===== config.mk =====
export PLATFORM = sky130hd
export DESIGN_NAME = axi_stream_frame_arbiter
export DESIGN_NICKNAME = d
export VERILOG_FILES = /design/src/rtl/axi_stream_frame_arbiter.sv
export SDC_FILE = /design/constraint.sdc
export NUM_CORES = 1
export LEC_CHECK = 0
export BUFFER_PORTS_ARGS = -buffer_cell sky130_fd_sc_hd__buf_2
export CAP_MARGIN = 20
export CORE_UTILIZATION = 55
export DETAILED_ROUTE_END_ITERATION = 8
export GPL_TIMING_DRIVEN = 1
export PLACE_DENSITY = 0.78
export SLEW_MARGIN = 5
export SYNTH_ARGS = -nofsm -noshare
export SYNTH_HDL_FRONTEND = slang
export SYNTH_SLANG_ARGS = --single-unit

===== constraint.sdc =====
create_clock -name clk_i -period 6.25 [get_ports clk_i]
set_clock_uncertainty 0.05 [all_clocks]
set_input_delay 0.3125 -clock clk_i [delete_from_list [all_inputs] [get_ports clk_i]]
set_output_delay 0.3125 -clock clk_i [all_outputs]
set_load 0.05 [all_outputs]

===== src/rtl/axi_stream_frame_arbiter.sv =====
// Frame-granular round-robin arbiter sharing one AXI4-Stream header+pixel filter
// between N_SRC sources, with pixel-count checking against the frame header.
module axi_stream_frame_arbiter #(
    parameter int N_SRC  = 2,
    parameter int DATA_W = 24,
    parameter int DIM_W  = 13,
    localparam int GW    = (N_SRC > 1) ? $clog2(N_SRC) : 1
) (
    input  logic                    clk_i,
    input  logic                    rst_n_i,
    input  logic [N_SRC-1:0]        s_tvalid_i,
    output logic [N_SRC-1:0]        s_tready_o,
    input  logic [N_SRC-1:0]        s_tlast_i,
    input  logic [N_SRC*DATA_W-1:0] s_tdata_i,
    output logic                    m_tvalid_o,
    input  logic                    m_tready_i,
    output logic                    m_tlast_o,
    output logic [DATA_W-1:0]       m_tdata_o,
    output logic [GW-1:0]           grant_o,
    output logic                    busy_o,
    output logic                    frame_done_o,
    output logic                    len_err_o,
    output logic [15:0]             frame_cnt_o
);
    localparam int CW = GW + 1;
    localparam int EW = 2 * DIM_W;

    typedef enum logic [1:0] {IDLE, HDR_X, HDR_Y, PIX} state_t;

    state_t            state;
    logic [GW-1:0]     grant_q, last_grant, winner;
    logic              found;
    logic [CW-1:0]     cand;
    logic [DIM_W-1:0]  xsize;
    logic [EW-1:0]     expected, pix_cnt;
    logic              hdr_err, frame_done_q, len_err_q;
    logic [15:0]       frame_cnt_q;
    logic              busy, sel_valid, sel_last, xfer, frame_end;
    logic [DATA_W-1:0] sel_data;

    // Search begins one past the previous owner so every requester gets a turn.
    always_comb begin
        winner = '0;
        found  = 1'b0;
        cand   = '0;
        for (int k = 1; k <= N_SRC; k++) begin
            cand = CW'(last_grant) + CW'(k);
            if (cand >= CW'(N_SRC)) cand = cand - CW'(N_SRC);
            if (!found && s_tvalid_i[cand[GW-1:0]]) begin
                found  = 1'b1;
                winner = cand[GW-1:0];
            end
        end
    end

    always_comb begin
        busy       = (state != IDLE);
        sel_valid  = s_tvalid_i[grant_q];
        sel_last   = s_tlast_i[grant_q];
        sel_data   = s_tdata_i[grant_q*DATA_W +: DATA_W];
        m_tvalid_o = busy && sel_valid;
        m_tlast_o  = (state == PIX) && sel_last;
        m_tdata_o  = busy ? sel_data : '0;
        s_tready_o = '0;
        if (busy) s_tready_o[grant_q] = m_tready_i;
        xfer       = m_tvalid_o && m_tready_i;
        frame_end  = xfer && m_tlast_o;
    end

    always_ff @(posedge clk_i) begin
        if (!rst_n_i) begin
            state        <= IDLE;
            grant_q      <= '0;
            last_grant   <= GW'(N_SRC - 1);
            xsize        <= '0;
            expected     <= '0;
            pix_cnt      <= '0;
            hdr_err      <= 1'b0;
            frame_done_q <= 1'b0;
            len_err_q    <= 1'b0;
            frame_cnt_q  <= '0;
        end else begin
            frame_done_q <= frame_end;
            len_err_q    <= frame_end && (((pix_cnt + EW'(1)) != expected) || hdr_err);
            frame_cnt_q  <= frame_cnt_q + 16'(frame_end);
            case (state)
                IDLE: if (found) begin
                    state      <= HDR_X;
                    grant_q    <= winner;
                    last_grant <= winner;
                    hdr_err    <= 1'b0;
                end
                HDR_X: if (xfer) begin
                    xsize   <= sel_data[DIM_W-1:0];
                    hdr_err <= hdr_err | sel_last;
                    state   <= HDR_Y;
                end
                // Product is taken from the live ysize word so it is ready for a 1-pixel frame.
                HDR_Y: if (xfer) begin
                    expected <= EW'(xsize) * EW'(sel_data[DIM_W-1:0]);
                    pix_cnt  <= '0;
                    hdr_err  <= hdr_err | sel_last;
                    state    <= PIX;
                end
                PIX: if (xfer) begin
                    pix_cnt <= pix_cnt + EW'(1);
                    if (sel_last) state <= IDLE;
                end
                default: state <= IDLE;
            endcase
        end
    end

    assign grant_o      = grant_q;
    assign busy_o       = busy;
    assign frame_done_o = frame_done_q;
    assign len_err_o    = len_err_q;
    assign frame_cnt_o  = frame_cnt_q;
endmodule


==> metrics.md, run 1 <==
| Metric | Value |
|---|---|
| Final Cycle Share | 0.938 |
| Status | complete, no violations |
| Most frequent cell after synthesis | inv_1 |
| First-pass GRT wire length | 43,100 µm |
| Synth cell types | 61 |
| Initial DRC count | 484 |
| Inserted Diodes | 0 |
| Slew at the pin closest to its max-slew limit | 1.11 ns |
| Layout cell share with drive strength beyond 1 | 0.120 |
| CTS clk-pin slew, worst paths | 0.06 ns |
| Register Area | 1770 µm² |
| Crit path kind | reg -> reg |
| Fmax | 0.170 GHz |
| Crit path time final | 5.87 ns |
| Row count | 50 |
| Syn avg cell area | 8.18 µm² |
| Syn_nets | 1,548 |
| Congestion Overflow GR | 0 |
| Routed WL per cell | 15.7 µm |
| CTS sink count | 88 |
| Htree depth | 3 |
| Via Count | 8,941 |
| Clock Latency Late Sink | 0.36 ns |
| Final GP Congestion | 0.914 |
| Largest cells by area after synthesis | fa_1 (23%), dfxtp_1 (17%), ha_1 (9.2%), inv_1 (6.7%), nand2_1 (5.7%) |
| Hold Path Stages | 3 |
| Placed inst area | 11,200 µm² |
| Drt via density | 5.61 |
| Initial Utilization | 0.564 |
| Critical path launch point type | flip-flop |
| Power per cell area | 211 nW/µm² |
| Filler cells | 1,638 |
| Worst vdd rail ir drop | 0.233 mV |
| Post-Synthesis Cells | 1,294 |
| Leakage | 5.45 nW |
| CORE AREA | 18,800 µm² |
| Final setup TNS | 0 ns |
| Area Overhead vs Synth | 9.37% |
| CP endpoint kind | flip-flop |
| Synthesized area | 10,600 µm² |
| Num CTS Buffers | 9 |
| Max_cap viols | 0 |
| # IOs | 103 |
| CTS tree | built |
| Post-synth top area share | 0.229 |
| DRC errors left | 0 |
| Critical Path AT | 6.07 ns |
| Async set-reset flop share out of synthesis | 0 |
| Gr usage total | 0.271 |
| Max-slew headroom | 0.257 |
| Worst R2R Setup Slack | 0.38 ns |
| Reg2reg path depth | 18 |
| I/O Buffers | 102 |
| Initial antenna violation count | 0 |
| Vias in the first global route | 9,075 |
| Commonest register cell after synthesis | dfxtp_1 |
| Largest net degree at the start of global routing | 76 |
| Final wirelength | 25,100 µm |
| Setup violators final | 0 |
| Synth area leader | fa_1 |
| Commonest cells post-synth | inv_1 (188), nand2_1 (162), fa_1 (121) |
| Drt pass-1 iters | 7 |
| Design Area, Final | 11,600 µm² |
| Worst-path fanout max | 13 |
| Synth warn | 0 |
| Post-synth EDFFs | 0 |
| Data required, critical path | 6.46 ns |
| Post-DRT Antenna Nets | 0 |
| Die H | 141 µm |
| Register area share after synthesis | 0.167 |
| Slew Viols, Final | 0 |
| Die Wd | 141 µm |
| HPWL after DPL | 19,600 µm |
| Root buffer cell | clkbuf_16 |
| Synth Register Bits | 88 |
| Hold Fails Final Rpt | 0 |
| Multi-input logic area | 7840 µm² |
| NumNets Final | 1,610 |
| RSZ-0062 raised after global routing | no |
| Die area | 19,800 µm² |
| CTS Buffer Depth | 2 |
| Type of the worst min-delay path | in -> reg |
-- worst max-delay path, cell delays in order (launching register included) --
cell     delay (ns)
dfxtp_4        0.44
buf_6          0.20
mux2_2         0.46
and2_1         0.22
fa_1           0.50
fa_1           0.51
fa_1           0.52
fa_1           0.55
inv_1          0.06
fa_1           0.53
inv_1          0.04
ha_1           0.39
and3_1         0.22
and3_1         0.17
nand3_1        0.13
a41o_1         0.26
nor2b_1        0.15
xor2_1         0.16
o31ai_1        0.20
-- kinds of logic (layout without fill, tap and decap cells) --
logic type                 Yosys count  after routing  share of synthesized area
muxes                               42             42                     0.0413
buffers and inverters              255            322                     0.0926
xor gates and xnor gates            63             63                     0.0535
DFF                                 88             88                      0.167
and+or+nand+nor                    466            466                      0.217
adders and majority gates          199            199                      0.321
AOI/OAI and AO/OA                  181            181                      0.107
-- layout make-up --
class                           count  share of cell area
Multi-Input combinational cell    951               0.678
Clock inverter                      7             0.00919
Sequential cell                    88               0.153
Inverter                          188              0.0610
Tap cell                          234              0.0253
Clock buffer                        9              0.0195
Timing Repair Buffer              118              0.0548
-- per-stage QoR --
stage	instances	utilization	total power [W]	hold WS [ns]	setup WS, ns
6_report	1595	0.617	0.00244	0.236	0.385
5_1_grt	1595	0.617	0.00260	0.248	0.0831
4_1_cts	1595	0.616	0.00245	0.227	0.240
3_5_place_dp	1579	0.598	0.00184	0.416	0.285
3_3_place_gp	1579	0.598	0.00181	0.407	0.409
2_1_floorplan	1294	-	0.00155	0.393	0.0462
-- state kept, by name, summed over array words and instances (netlist names) --
signal	cells
pix_cnt	26
expected	26
len_err_o	1
last_grant	1
xsize	13
frame_done_o	1
state	2
hdr_err	1
grant_o	1
frame_cnt_o	16
-- layer usage --
layer  vias up  routed length, µm  track usage
li1       4295                  -            -
met1      4357              11100        0.345
met2       231              12000        0.455
met3        58               1220       0.0476
met4         0                795        0.114
met5         -                  0            0
-- worst paths after layout --
path,endpoint,startpoint
worst min register to register,expected[0],expected[0]
worst min-delay path,last_grant,s_tvalid_i[1]
worst max-delay path,expected[20],grant_o
worst max register to register,expected[20],grant_o
-- power by group --
part	total, W	internal [W]	leakage [nW]	switching (W)
clock network	0.000602	0.000355	0.159	0.000247
registers	0.000628	0.000582	0.710	0.0000458
logic	0.00121	0.000374	4.58	0.000834
-- timing repair --
action / CTS / global route
resized for setup: 0 / 4
setup buffers: 0 / 0
hold buffers: 0 / 0
setup endpoints to repair: 0 / 6
-- cell usage in the layout, fill, tap and decap left out, types with 9 or more instances in the layout --
cell | netlist | layout
inv_1 | 188 | 187
nand2_1 | 162 | 162
fa_1 | 121 | 121
buf_2 | 6 | 102
nor2_1 | 99 | 99
dfxtp_1 | 88 | 87
and2_1 | 86 | 86
ha_1 | 78 | 78
a21oi_1 | 61 | 61
o21ai_0 | 39 | 39
xnor2_1 | 38 | 38
mux2i_1 | 29 | 29
nand3_1 | 26 | 26
xor2_1 | 24 | 24
a211oi_1 | 21 | 21
nor3_1 | 19 | 19
buf_4 | 4 | 15
or3_1 | 14 | 14
mux2_2 | 13 | 13
and3_1 | 10 | 10
nand4_1 | 10 | 10
clkbuf_16 | 0 | 9
No activity file was read; power rests on OpenSTA's default activity.
==> run 2, diff against run 1 <==
Settings changed: MAX_ROUTING_LAYER from default to met4, PLACE_DENSITY 0.78 to 0.84.
==> metrics.md, run 2 (synthesis results as in run 1) <==
| Metric | Value |
|---|---|
| Critical path launch point type | flip-flop |
| Die area | 19,800 µm² (unchanged) |
| CTS clk-pin slew, worst paths | 0.07 ns (about the same) |
| Initial DRC count | 555 (+15%) |
| Area Overhead vs Synth | 9.00% |
| Crit path time final | 5.99 ns (+0.125 ns) |
| Congestion Overflow GR | 0 (unchanged) |
| Setup violators final | 0 (unchanged) |
| First-pass GRT wire length | 42,900 µm (-0.45%) |
| Via Count | 8,987 (+0.51%) |
| Vias in the first global route | 9,007 (-0.75%) |
| Worst vdd rail ir drop | 0.183 mV (-21%) |
| Drt pass-1 iters | 5 (-2) |
| Combinational power share | 0.501 (+0.005) |
| Filler cells | 1,622 (-0.98%) |
| Htree depth | 3 (unchanged) |
| Routed WL per cell | 15.8 µm (+0.60%) |
| Power per cell area | 208 nW/µm² (-1.5%) |
| Critical Path AT | 6.20 ns (+0.13 ns) |
| RSZ-0062 raised after global routing | no |
| Max_cap viols | 0 (unchanged) |
| Internal Pwr Total | 0.00127 W (-3.4%) |
| Worst-path fanout max | 13 (unchanged) |
| Multi-input logic area | 7850 µm² (+0.13%) |
| Most common cell after layout, fill and taps aside | inv_1 |
| Final GP Congestion | 0.938 (+2.6%) |
| Root buffer cell | clkbuf_16 |
| Drt via density | 5.65 (+0.70%) |
| Crit path kind | reg -> reg |
| Design Area, Final | 11,500 µm² (-0.34%) |
| CORE AREA | 18,800 µm² (unchanged) |
| Initial antenna violation count | 0 (unchanged) |
| I/O Buffers | 102 (unchanged) |
| Max-slew headroom | 0.276 (+0.0198) |
| Clock Latency Late Sink | 0.35 ns (about the same) |
| Net Sw Frac | 0.471 (+0.00877) |
| Final Cycle Share | 0.958 (+0.0199) |
| Fmax | 0.167 GHz (-2.1%) |
| Leakage | 5.43 nW (-0.35%) |
| Row count | 50 (unchanged) |
| CTS Buffer Depth | 2 (unchanged) |
| Register Area | 1760 µm² (-0.14%) |
| NumNets Final | 1,607 (-0.19%) |
| Final worst-path setup slack | 0.260 ns (-0.125 ns) |
| DRC errors left | 0 (unchanged) |
| Highest-count cells in the layout ignoring fill and taps | inv_1 (187), nand2_1 (162), fa_1 (121), buf_2 (102), nor2_1 (99) |
| CP endpoint kind | flip-flop |
| Die H | 141 µm (unchanged) |
| Final setup TNS | 0 ns (unchanged) |
| Slew at the pin closest to its max-slew limit | 1.09 ns (-0.0297 ns) |
| Power share of the sequential group | 0.263 (+0.006) |
| Die Wd | 141 µm (unchanged) |
| Clock network power share | 0.236 (-0.011) |
| Inserted Diodes | 0 (unchanged) |
| Layout cell share with drive strength beyond 1 | 0.120 (-0.000470) |
| HPWL after DPL | 19,600 µm (about the same) |
| Hold Fails Final Rpt | 0 (unchanged) |
| Post-Place Worst Slack | 0.287 ns (+0.00192 ns) |
| Status | complete, no violations |
| # IOs | 103 (unchanged) |
| CTS sink count | 88 (unchanged) |
| Data required, critical path | 6.46 ns (about the same) |
| Gr usage total | 0.279 (+0.00771) |
| Psw | 0.00113 W (about the same) |
| Post-DRT Antenna Nets | 0 (unchanged) |
| Num CTS Buffers | 9 (unchanged) |
| Final wirelength | 25,200 µm (+0.41%) |
| Slew Viols, Final | 0 (unchanged) |
| Initial Utilization | 0.564 (unchanged) |
| Largest net degree at the start of global routing | 70 (-7.9%) |
| CTS tree | built |
| Type of the worst min-delay path | in -> reg |
| Placed inst area | 11,200 µm² (-0.20%) |
-- run 2: cell count changes in the layout (fill, tap and decap cells not counted), sizes merged --
cell | before | now
buf | 118 | 115
bufinv | 2 | 1
clkinv | 3 | 5
clkinvlp | 1 | 0
-- run 2: per-stage QoR --
stage | utilization | total power (W) | cells | hold slack, ns
after floorplan | - | 0.00155 | 1294 | 0.393
after global placement | 0.597 | 0.00180 | 1576 | 0.405
after detailed placement | 0.597 | 0.00183 | 1576 | 0.414
after CTS | 0.614 | 0.00239 | 1592 | 0.241
after global routing | 0.614 | 0.00255 | 1592 | 0.260
final | 0.614 | 0.00239 | 1592 | 0.246
-- run 2: cell type report --
type | instances | share of cell area
multi-input cells | 951 | 0.681
well taps | 234 | 0.0254
inverters | 188 | 0.0612
repair buffers | 115 | 0.0531
clock buffers | 9 | 0.0195
flip-flops and latches | 88 | 0.153
clock inverters | 7 | 0.00716
-- run 2: final timing paths --
kind,cells after the start,to,start,slack (ns)
setup / recovery,19,expected[25],grant_o,0.26
hold / removal,3,last_grant,s_tvalid_i[1],0.25
hold reg to reg,2,expected[8],expected[8],0.42
setup reg to reg,19,expected[25],grant_o,0.26
-- run 2: power groups by stage --
stage                     sequential, W  clock [W]  combinational (W)
after floorplan                0.000614          0           0.000940
after global placement         0.000637          0            0.00116
after detailed placement       0.000639          0            0.00119
after CTS                      0.000626   0.000572            0.00120
after global routing           0.000632   0.000596            0.00132
final                          0.000629   0.000566            0.00120
-- run 2: worst max-delay path, cell delays in order (launching register included) --
cell      delay (ns)
dfxtp_2         0.47
buf_6           0.23
mux2_2          0.47
and2_1          0.22
fa_1            0.53
inv_1           0.05
fa_1            0.50
fa_1            0.54
inv_1           0.06
fa_1            0.52
inv_1           0.05
fa_1            0.53
inv_1           0.04
ha_1            0.39
nand4_1         0.13
or2_2           0.29
a211oi_1        0.25
o22ai_1         0.15
xnor2_1         0.15
a211oi_1        0.26
-- run 2: timing repair --
action / 4_1_cts / 5_1_grt
setup buffers: 0 / 0
hold buffers: 0 / 0
gates resized for setup: 0 / 4
setup endpoints to repair: 0 / 10
-- run 2: metal layers --
metal / vias up / routed length (µm) / GRT usage
li1: 4293 / - / -
met1: 4347 / 10800 / 0.345
met2: 281 / 12500 / 0.473
met3: 66 / 1240 / 0.0357
met4: 0 / 716 / 0.0898
met5: - / 0 / -
